===== config.mk =====
export PLATFORM = sky130hd
export DESIGN_NAME = fma16_arbiter
export DESIGN_NICKNAME = d
export VERILOG_FILES = /design/src/rtl/fma16_arbiter.sv
export SDC_FILE = /design/constraint.sdc
export NUM_CORES = 1
export LEC_CHECK = 0
export ABC_AREA = 1
export BUFFER_PORTS_ARGS = -buffer_cell sky130_fd_sc_hd__buf_2
export CAP_MARGIN = 20
export CORE_UTILIZATION = 29
export DETAILED_ROUTE_END_ITERATION = 12
export GPL_TIMING_DRIVEN = 0
export PLACE_DENSITY_LB_ADDON = 0.15
export SETUP_SLACK_MARGIN = 0.15
export SYNTH_ARGS = -nofsm -noshare
export SYNTH_HDL_FRONTEND = slang
export SYNTH_SLANG_ARGS = --single-unit

===== constraint.sdc =====
create_clock -name clk -period 7.29 [get_ports clk]
set_input_delay 1.0935 -clock clk [delete_from_list [all_inputs] [get_ports clk]]
set_output_delay 1.0935 -clock clk [all_outputs]
set_load 0.01 [all_outputs]

===== src/rtl/fma16_arbiter.sv =====
// Two-requester round-robin arbiter/sequencer for the combinational fma16 core.
// Holds winning operands on the core for LAT cycles, captures the result, returns it to the winner.
module fma16_arbiter #(
  parameter int LAT = 2
) (
  input  logic        clk,
  input  logic        reset,
  input  logic [1:0]  req_valid,
  output logic [1:0]  req_ready,
  input  logic [31:0] req_x,
  input  logic [31:0] req_y,
  input  logic [31:0] req_z,
  input  logic [11:0] req_ctrl,
  output logic [1:0]  resp_valid,
  input  logic [1:0]  resp_ready,
  output logic [15:0] resp_result,
  output logic [3:0]  resp_flags,
  output logic [15:0] core_x,
  output logic [15:0] core_y,
  output logic [15:0] core_z,
  output logic        core_mul,
  output logic        core_add,
  output logic        core_negp,
  output logic        core_negz,
  output logic [1:0]  core_roundmode,
  input  logic [15:0] core_result,
  input  logic [3:0]  core_flags,
  output logic        busy,
  output logic [1:0]  dbg_state
);

  localparam logic [1:0] IDLE = 2'd0;
  localparam logic [1:0] EXEC = 2'd1;
  localparam logic [1:0] RESP = 2'd2;
  localparam logic [3:0] CNT_INIT = 4'(LAT - 1);

  logic [1:0]  state;
  logic        last_grant;
  logic        grant;
  logic [3:0]  cnt;
  logic [15:0] op_x;
  logic [15:0] op_y;
  logic [15:0] op_z;
  logic [5:0]  op_ctrl;
  logic [15:0] res_q;
  logic [3:0]  flg_q;
  logic        win;
  logic        accept;

  // Handshakes: a transfer happens on a clock edge where valid and ready are both high;
  // req_ready only rises in IDLE, resp_valid only in RESP, and each is one-hot on the winner.
  assign win    = (&req_valid) ? ~last_grant : req_valid[1];
  assign accept = (state == IDLE) && (|req_valid);

  assign req_ready  = accept ? (win ? 2'b10 : 2'b01) : 2'b00;
  assign resp_valid = (state == RESP) ? (grant ? 2'b10 : 2'b01) : 2'b00;
  assign busy       = (state != IDLE);
  assign dbg_state  = state;

  assign core_x = op_x;
  assign core_y = op_y;
  assign core_z = op_z;
  assign {core_mul, core_add, core_negp, core_negz, core_roundmode} = op_ctrl;
  assign resp_result = res_q;
  assign resp_flags  = flg_q;

  always_ff @(posedge clk or posedge reset) begin
    if (reset) begin
      state      <= IDLE;
      last_grant <= 1'b1;
      grant      <= 1'b0;
      cnt        <= 4'd0;
      op_x       <= 16'd0;
      op_y       <= 16'd0;
      op_z       <= 16'd0;
      op_ctrl    <= 6'd0;
      res_q      <= 16'd0;
      flg_q      <= 4'd0;
    end else begin
      case (state)
        IDLE: begin
          if (accept) begin
            op_x       <= win ? req_x[31:16] : req_x[15:0];
            op_y       <= win ? req_y[31:16] : req_y[15:0];
            op_z       <= win ? req_z[31:16] : req_z[15:0];
            op_ctrl    <= win ? req_ctrl[11:6] : req_ctrl[5:0];
            grant      <= win;
            last_grant <= win;
            cnt        <= CNT_INIT;
            state      <= EXEC;
          end
        end
        EXEC: begin
          // The core path is only trusted once the operands have been stable LAT cycles.
          if (cnt == 4'd0) begin
            res_q <= core_result;
            flg_q <= core_flags;
            state <= RESP;
          end else begin
            cnt <= cnt - 4'd1;
          end
        end
        RESP: begin
          if (resp_ready[grant]) state <= IDLE;
        end
        default: state <= IDLE;
      endcase
    end
  end

endmodule


==> impl_results.md <==
- Status: finished clean
- Sink Count: 82
- DRC errors left: 0
- Max Freq: 320 MHz
- Max-slew headroom: 0.751
- Commonest cells post-synth: 198 x nand2_1, 81 x dfrtp_1, 56 x nand3_1
- Buf/Inv on CP: 4
- Power density over the cells: 415 nW/um^2
- Synth top area share: 0.556
- Root Driver: clkbuf_16
- H-Tree Depth: 3
- Multiplexer share of the synthesized area: 0
- Post-CTS Hold Buffers: 0
- Final WL: 10700 um
- Crit path time final: 3.13 ns
- Max incr delay on CP: 0.24 ns
- Die H: 114 um
- Final setup vio count: 0
- Global-route wire length before repair: 17300 um
- Kind of critical path: in2out
- MaxCap Viol Count: 0
- Core Util, Final: 0.432
- Total CTS buffers: 9
- DRT antenna net count: 0
- Cts repair resizes: 0
- Rows: 40
- Share of cells above drive strength 1: 0.388
- Nets: 793
- Initial antenna violation count: 0
- Number of synthesized flops with an enable pin: 0
- Die area: 13000 um^2
- Largest net degree at the start of global routing: 69
- Ports: 215
- GRT Total Usage: 0.174
- ANT cells: 0
- Main synth FF type: dfrtp_1
- Worst setup EP type: primary output
- Largest delay share family, worst path: buffers and inverters
- Maximum vdd drop: 168 uV
- Leakage power: 2.93 nW
- Crit path required time: 6.20 ns
- Mapped Cells: 431
- DRT Pass-1 Iters: 4
- Synth Area per Inst: 8.46 um^2
- Setup bufs post-CTS: 0
- Syn. warnings: 0
- Final slew viol count: 0
- Synth area leaders: dfrtp_1 56%, nand2_1 20%, nand3_1 7.7%, buf_6 3.4%, inv_1 2.9%
- CTS Buffer Depth: 2
- Seq/Total Area, Yosys: 0.563
- Critical Path AT: 2.04 ns
- Fin. Hold Viols: 0
- Critical Path Fanout Max: 10
- Wire per inst: 12.9 um
- XOR/XNOR Fraction of Synth Area: 0.00240
- Simple-Gate Fraction of Synth Area: 0.311
- Worst path slowest cell: nor2_8
- Compound-Gate Fraction of Synth Area: 0.0360
- Vias: 3560
- Net count after synthesis: 567
- Initial core utilization: 0.301
- Adder-cell share of the synthesized area: 0.00686
- Worst slew pin tran: 0.373 ns
- Vias per std cell: 4.29
- Clock Latency Late Sink: 0.33 ns
- Min Hold Slack: 0.463 ns
- Count leader, synth: nand2_1
- Clock slew at the register clock pins of the worst setup and hold paths: 0.06 ns
- Largest family of logic cells by synthesized area: simple AND/OR/NAND/NOR gates
- Routability congestion estimate: 0.750
- Ys async rst share: 1.00
- Worst Hold Class: reg2reg
- Most area-hungry cell type in the Yosys netlist: dfrtp_1
- CTS tree: yes
- Synthesis-stage register bit count: 82
- Number of global-route vias before repair: 3472
- Filler cells: 1282
- HPWL Detailed: 8080 um
- RSZ-0062 raised after global routing: false
- Post-synth cell types: 24
- CP Launch Type: primary input
- Drt initial violations: 139
- Tcrit/Tclk final: 0.429
- Total gr overflow: 0
- Core Box Area: 12100 um^2
- I/O Buffers: 214
- Die X: 114 um
- Clock skew: 0.00432 ns
- Setup TNS Final: 0 ns
- Area grow syn2layout: 43.4%
- CP Cell Sequence: buf_2, nand2_1, nand2_1, inv_1, nor2_8, clkbuf_8, buf_2
- Final Power: 0.00217 W
- Mapped Area: 3650 um^2
## layer usage
metal / up-vias / global-route usage / routed length (um)
li1: 1800 / - / -
met1: 1599 / 0.223 / 4710
met2: 149 / 0.270 / 4860
met3: 12 / 0.0588 / 953
met4: 0 / 0.0701 / 186
met5: - / 0 / 0
## layout make-up
| cell class | count | area [um^2] | area share |
|---|---|---|---|
| flip-flops and latches | 82 | 2050 | 0.393 |
| multi-input cells | 299 | 1300 | 0.249 |
| repair buffers | 215 | 1100 | 0.210 |
| clock buffers | 16 | 272 | 0.0519 |
| well taps | 168 | 210 | 0.0402 |
| plain buffers | 21 | 184 | 0.0352 |
| inverters | 29 | 111 | 0.0213 |
## power breakdown
group | switching, W | total (W) | internal [W] | leakage [nW]
logic | 0.000553 | 0.000950 | 0.000397 | 1.80
registers | 0.000119 | 0.000801 | 0.000682 | 1.00
clock network | 0.000170 | 0.000420 | 0.000250 | 0.131
total | 0.000842 | 0.00217 | 0.00133 | 2.93
## layout by cell type, fill, tap and decap left out, drive strengths merged
cell type  synthesis  routed
inv               29      29
dfstp              1       1
nor2              14      14
nand3             57      57
o21ai             24      24
nand4              1       1
dfrtp             81      81
nand2            199     199
clkbuf             2      18
xor2               1       1
ha                 2       2
nor3               1       1
buf               19     234
## path summary, 6_finish.rpt
path | to | startpoint | depth (start not counted) | slack, ns
hold reg to reg | last_grant | last_grant | 2 | 0.46
max in group asynchronous | last_grant | reset | 3 | 5.97
hold / removal | last_grant | last_grant | 2 | 0.46
min in group asynchronous | resp_result[3] | reset | 2 | 0.69
setup / recovery | req_ready[0] | req_valid[0] | 7 | 4.16
setup reg to reg | dbg_state[1] | cnt[0] | 5 | 5.88
## flip-flops by register name (all words and copies together), names as in the netlist
register,count
cnt,4
core_x,16
core_y,16
core_z,16
dbg_state,2
grant,1
last_grant,1
op_ctrl,6
resp_flags,4
resp_result,16
## tightest hold or removal path, delay by kind of cell (launching register included)
kind             cells  cell delay [ns]
flip-flops           1             0.37
AND/OR/NAND/NOR      2             0.09
## stage by stage
step                area, um^2  worst slack (ns)  std cells
finish                    5230              4.16        830
global route              5230              4.07        830
CTS                       5230              4.12        830
detailed placement        4960              4.13        814
global placement          4930              2.90        813
floorplan                 3650              4.09        431
## cells by family after synthesis
family          after synthesis
simple gates                272
flops                        82
buf+inv                      50
compound gates               24
fa+ha+maj                     2
xor+xnor                      1
No activity file was read; power rests on OpenSTA's default activity.
